### src/rtl/input_port_buffer.sv
// input_port_buffer: per-input-port flit FIFO with XY routing and output-port request FSM.
//
// Ports:
//   clk        rising-edge clock
//   rst        asynchronous active-low reset
//   in_flit    flit from the link or upstream router
//   in_valid   in_flit is valid
//   in_ready   FIFO not full; a flit is pushed when in_valid && in_ready
//   req        one-hot request: [0] local, [1] east, [2] west, [3] north, [4] south
//   gnt        grants from the five output arbiters; only the bit in port_q is used
//   out_flit   FIFO head flit, to the crossbar
//   out_valid  out_flit is transferred (popped) this cycle
//   occupancy  current FIFO fill
//   err_drop   one-cycle pulse when a malformed head-position flit is discarded
//
// Optional feature macro: IBUF_ERR_CHECK_EN. When defined, body/tail flits found at
// the head while idle are discarded with err_drop. Otherwise they are routed as heads.
module input_port_buffer #(
    parameter int FLIT_W = 34,
    parameter int DEPTH  = 4,
    parameter int X_W    = 4,
    parameter int Y_W    = 4,
    parameter int CUR_X  = 0,
    parameter int CUR_Y  = 0
) (
    input  logic                     clk,
    input  logic                     rst,
    input  logic [FLIT_W-1:0]        in_flit,
    input  logic                     in_valid,
    output logic                     in_ready,
    output logic [4:0]               req,
    input  logic [4:0]               gnt,
    output logic [FLIT_W-1:0]        out_flit,
    output logic                     out_valid,
    output logic [$clog2(DEPTH):0]   occupancy,
    output logic                     err_drop
);
    localparam int AW = $clog2(DEPTH);
    localparam logic [X_W-1:0] CX = X_W'(CUR_X);
    localparam logic [Y_W-1:0] CY = Y_W'(CUR_Y);

    typedef enum logic [1:0] {IDLE, REQ, XFER, REL} state_t;

    state_t              state_q, state_d;
    logic [4:0]          port_q, port_d;
    logic [FLIT_W-1:0]   mem_q [DEPTH];
    logic [AW-1:0]       wr_ptr_q, rd_ptr_q;
    logic [AW:0]         count_q;
    logic                push, pop, empty, full, granted, malformed, last;
    logic [1:0]          head_type;
    logic [X_W-1:0]      dx;
    logic [Y_W-1:0]      dy;
    logic [4:0]          route;

    assign full      = count_q == (AW+1)'(DEPTH);
    assign empty     = count_q == '0;
    assign in_ready  = !full;
    // A full FIFO refuses input even when a pop happens in the same cycle.
    assign push      = in_valid && !full;
    assign out_flit  = mem_q[rd_ptr_q];
    assign occupancy = count_q;
    assign head_type = out_flit[FLIT_W-1:FLIT_W-2];
    assign dx        = out_flit[2*X_W-1:X_W];
    assign dy        = out_flit[Y_W-1:0];
    assign granted   = |(gnt & port_q);
    // Tail (10) and single (11) both close the packet.
    assign last      = head_type[1];

    assign route = (dx > CX) ? 5'b00010 :
                   (dx < CX) ? 5'b00100 :
                   (dy > CY) ? 5'b01000 :
                   (dy < CY) ? 5'b10000 : 5'b00001;

`ifdef IBUF_ERR_CHECK_EN
    // Body (00) and tail (10) have type bit 0 clear; they cannot start a packet.
    assign malformed = !head_type[0];
`else
    assign malformed = 1'b0;
`endif

    assign err_drop = (state_q == IDLE) && !empty && malformed;
    assign pop      = out_valid || err_drop;

    always_comb begin
        state_d   = state_q;
        port_d    = port_q;
        req       = '0;
        out_valid = 1'b0;
        unique case (state_q)
            IDLE: begin
                if (!empty && !malformed) begin
                    port_d  = route;
                    state_d = REQ;
                end
            end
            REQ: begin
                req = port_q;
                if (granted) state_d = XFER;
            end
            XFER: begin
                out_valid = granted && !empty;
                // Request drops in the very cycle the closing flit leaves.
                req = (out_valid && last) ? 5'b00000 : port_q;
                if (out_valid && last) state_d = REL;
            end
            REL: begin
                // Wait out the arbiter's trailing grant so it is never reused.
                if (!granted) state_d = IDLE;
            end
            default: state_d = IDLE;
        endcase
    end

    always_ff @(posedge clk or negedge rst) begin
        if (!rst) begin
            state_q  <= IDLE;
            port_q   <= '0;
            wr_ptr_q <= '0;
            rd_ptr_q <= '0;
            count_q  <= '0;
        end else begin
            state_q  <= state_d;
            port_q   <= port_d;
            wr_ptr_q <= wr_ptr_q + AW'(push);
            rd_ptr_q <= rd_ptr_q + AW'(pop);
            count_q  <= count_q + (AW+1)'(push) - (AW+1)'(pop);
        end
    end

    always_ff @(posedge clk) begin
        if (push) mem_q[wr_ptr_q] <= in_flit;
    end
endmodule

### config.mk
export PLATFORM = sky130hd
export DESIGN_NAME = input_port_buffer
export DESIGN_NICKNAME = d
export VERILOG_FILES = /design/src/rtl/input_port_buffer.sv
export SDC_FILE = /design/constraint.sdc
export NUM_CORES = 1
export LEC_CHECK = 0
export CORE_ASPECT_RATIO = 1.1
export CORE_UTILIZATION = 29
export DETAILED_ROUTE_END_ITERATION = 10
export DONT_BUFFER_PORTS = 1
export GPL_ROUTABILITY_DRIVEN = 1
export SYNTH_ARGS = -nofsm -noshare
export SYNTH_HDL_FRONTEND = slang
export SYNTH_SLANG_ARGS = --single-unit
### constraint.sdc
create_clock -name clk -period 4.05 [get_ports clk]
set_input_delay 1.215 -clock clk [delete_from_list [all_inputs] [get_ports clk]]
set_output_delay 1.215 -clock clk [all_outputs]
set_load 0.01 [all_outputs]
==> impl_metrics.toml <==
[detailed_routing]
first_iter_violations = 99
drc = 0
ant_nets = 0
vias = 2438
avgRoutedWirePerCell_um = 19.5
routed_wl_mm = 10.2
first_pass_iters = 4
viasPerCell = 4.65

[floorplan]
core_area_sq_um = 19100
io_pins = 87
die_w_um = 135
die-area_sq_um = 20000
rows = 53
start_util = 0.295
die_y_um = 148

[sta]
period_share = 0.868
setup_viol = 0
max_freq_mhz = 284
slew_viol_final = 0
setup-tns-final_ns = 0
hold_violations = 0
skew_ns = 0.00588
relSlewSlack = 0.527
tightestPinTransition_ns = 0.708
post-route-min-period_ns = 3.52
rsz0062_at_grt = "false"

[synth]
yosys-top-cells-count = "136 x edfxtp_1, 32 x mux4_2, 12 x dfrtp_1"
syn_avg_cell_area_sq_um = 23.1
yosys.area_share.simple = 0.0295
yosysTopAreaCellShare = 0.724
ys_seq_area_frac = 0.777
synth_top_flop_cell = "edfxtp_1"
async_reset_ff_frac = 0.0811
synth_top_family_by_area = "multiplexers"
synthTopCellsByArea = "edfxtp_1 72%, mux4_2 13%, dfrtp_1 5.3%"
synth_xor_area_frac = 0.00931
syn_inst = 244
yosys.cell_count.top_type = "edfxtp_1"
synth-seq-cells = 148
synthAdderAreaFrac = 0.0169
synth_cell_types = 35
synth_edf_count = 136
yosysTopAreaCell = "edfxtp_1"
synth-compound-area-share = 0.00931
yosysWarnings = 0
synthMuxAreaShare = 0.142
netlist_area_sq_um = 5640

[clock_network]
cts_buffers = 17
insertion_delay_ns = 0.41
cts_setup_buffers = 0
cts_root_buffer = "clkbuf_16"
htree_levels = 4
clock-sinks = 148
hold_buffers = 0
cts_tree = "done"
clkTransAtPathRegs_ns = 0.06
cts_resized = 0
max-clock-path-buffers = 2

[setup_path]
reg2reg_depth = 8
crit_fanout = 3
critPathKind = "in -> out"
crit_arrival_ns = 2.30
crit_required_ns = 2.83
crit_start = "gnt[0]"
end_kind = "output port"
r2r_slack_ns = 1.65
r2r-start = "state_q[0]"
rr_endpoint = "occupancy[2]"
start_kind = "input port"

[status]
status = "complete, no violations"

[run]
drv_cap = 0

[global_routing]
grt_pass1_wl_mm = 15.4
grt.total_usage = 0.110
grt_overflow = 0
grt_max_degree = 26
grt_pass1_vias = 2624
grt_antenna_before_repair = 0

[power]
p_leak_nw = 2.14
power_density_nw_per_um2 = 769
vdd_ir_drop_max_v = 0.000286

[layout]
syn2layout_area_growth_pct = 16.4
diodes = 0
design_area_sq_um = 6570
drive_gt1_frac = 0.300
final_nets = 313

[placement]
place_congestion = 0.688
hpwl_mm = 6.64
dpl_cell_area_sq_um = 6000
io_buffers = 0

[min_path]
hp-class = "in -> async"
==> worst max-delay path: stages <==
cell and delay [ns]:
a222oi_1 0.50, nand3b_1 0.22, a21oi_1 0.10, and3b_1 0.27
==> power by group <==
group | internal (mW) | switching, mW | total (mW) | leakage [nW]
Sequential | 2.04 | 0.166 | 2.20 | 1.39
Combinational | 0.574 | 0.780 | 1.35 | 0.486
Clock | 0.903 | 0.591 | 1.49 | 0.267
Total | 3.51 | 1.54 | 5.05 | 2.14
==> logic make-up (layout without fill, tap and decap cells) <==
family	after synthesis	after routing
mux	36	36
xor+xnor	6	6
flops	148	148
other cells	1	3
compound gates	6	6
buf+inv	15	46
simple gates	25	25
fa+ha+maj	7	7
==> state kept, by name, summed over array words and instances, names as in the netlist <==
signal,count
wr_ptr_q,2
occupancy,3
state_q,2
mem_q,136
port_q,3
rd_ptr_q,2
==> area by class of cell <==
cell class,instances,area [sq um]
fill,1807,12500
sequential,148,4390
multi-input combinational,83,1210
clock buffer,19,433
tap,247,309
clock inverter,13,135
timing repair buffer,10,75.1
inverter,4,15.0
==> placed cells by master (no fill, tap or decap), types with 2 or more instances in the layout <==
cell type / n
inv_1: 4
clkinvlp_4: 4
dfrtp_2: 2
and3b_1: 3
clkinv_4: 2
bufinv_16: 2
edfxtp_1: 136
mux4_1: 2
dfrtp_1: 10
nor3b_4: 2
buf_4: 10
ha_1: 6
nand2_1: 9
clkbuf_16: 17
clkbuf_1: 2
clkinv_2: 3
xnor2_1: 3
mux4_2: 32
xor2_1: 3
conb_1: 3
==> worst max-delay path by stage <==
stage / to / cells after the start / slack, ns
final: req[0] / 4 / 0.53
after global routing: req[0] / 4 / 0.46
after CTS: req[0] / 4 / 0.51
after detailed placement: req[0] / 4 / 0.50
after global placement: req[3] / 4 / 0.53
after floorplan: req[0] / 4 / 0.65
==> routing by layer <==
layer	vias to the layer above	wire (um)	GRT usage	part of all wire
met1	1307	4060	0.122	0.40
met4	0	185	0.0472	0.018
met2	66	5270	0.182	0.52
li1	1051	-	-	-
met5	-	0	0	0
met3	14	711	0.0521	0.070
==> per-stage QoR <==
stage / hold slack, ns / worst slack (ns) / std cells / power (mW) / utilization
floorplan: 0.458 / 0.652 / 246 / 3.26 / -
global placement: 0.489 / 0.530 / 492 / 3.59 / 0.314
detailed placement: 0.502 / 0.501 / 492 / 3.65 / 0.314
CTS: 0.465 / 0.508 / 524 / 5.16 / 0.344
global route: 0.458 / 0.459 / 524 / 5.31 / 0.344
finish: 0.492 / 0.535 / 524 / 5.05 / 0.344
No activity file was read; power rests on OpenSTA's default activity.
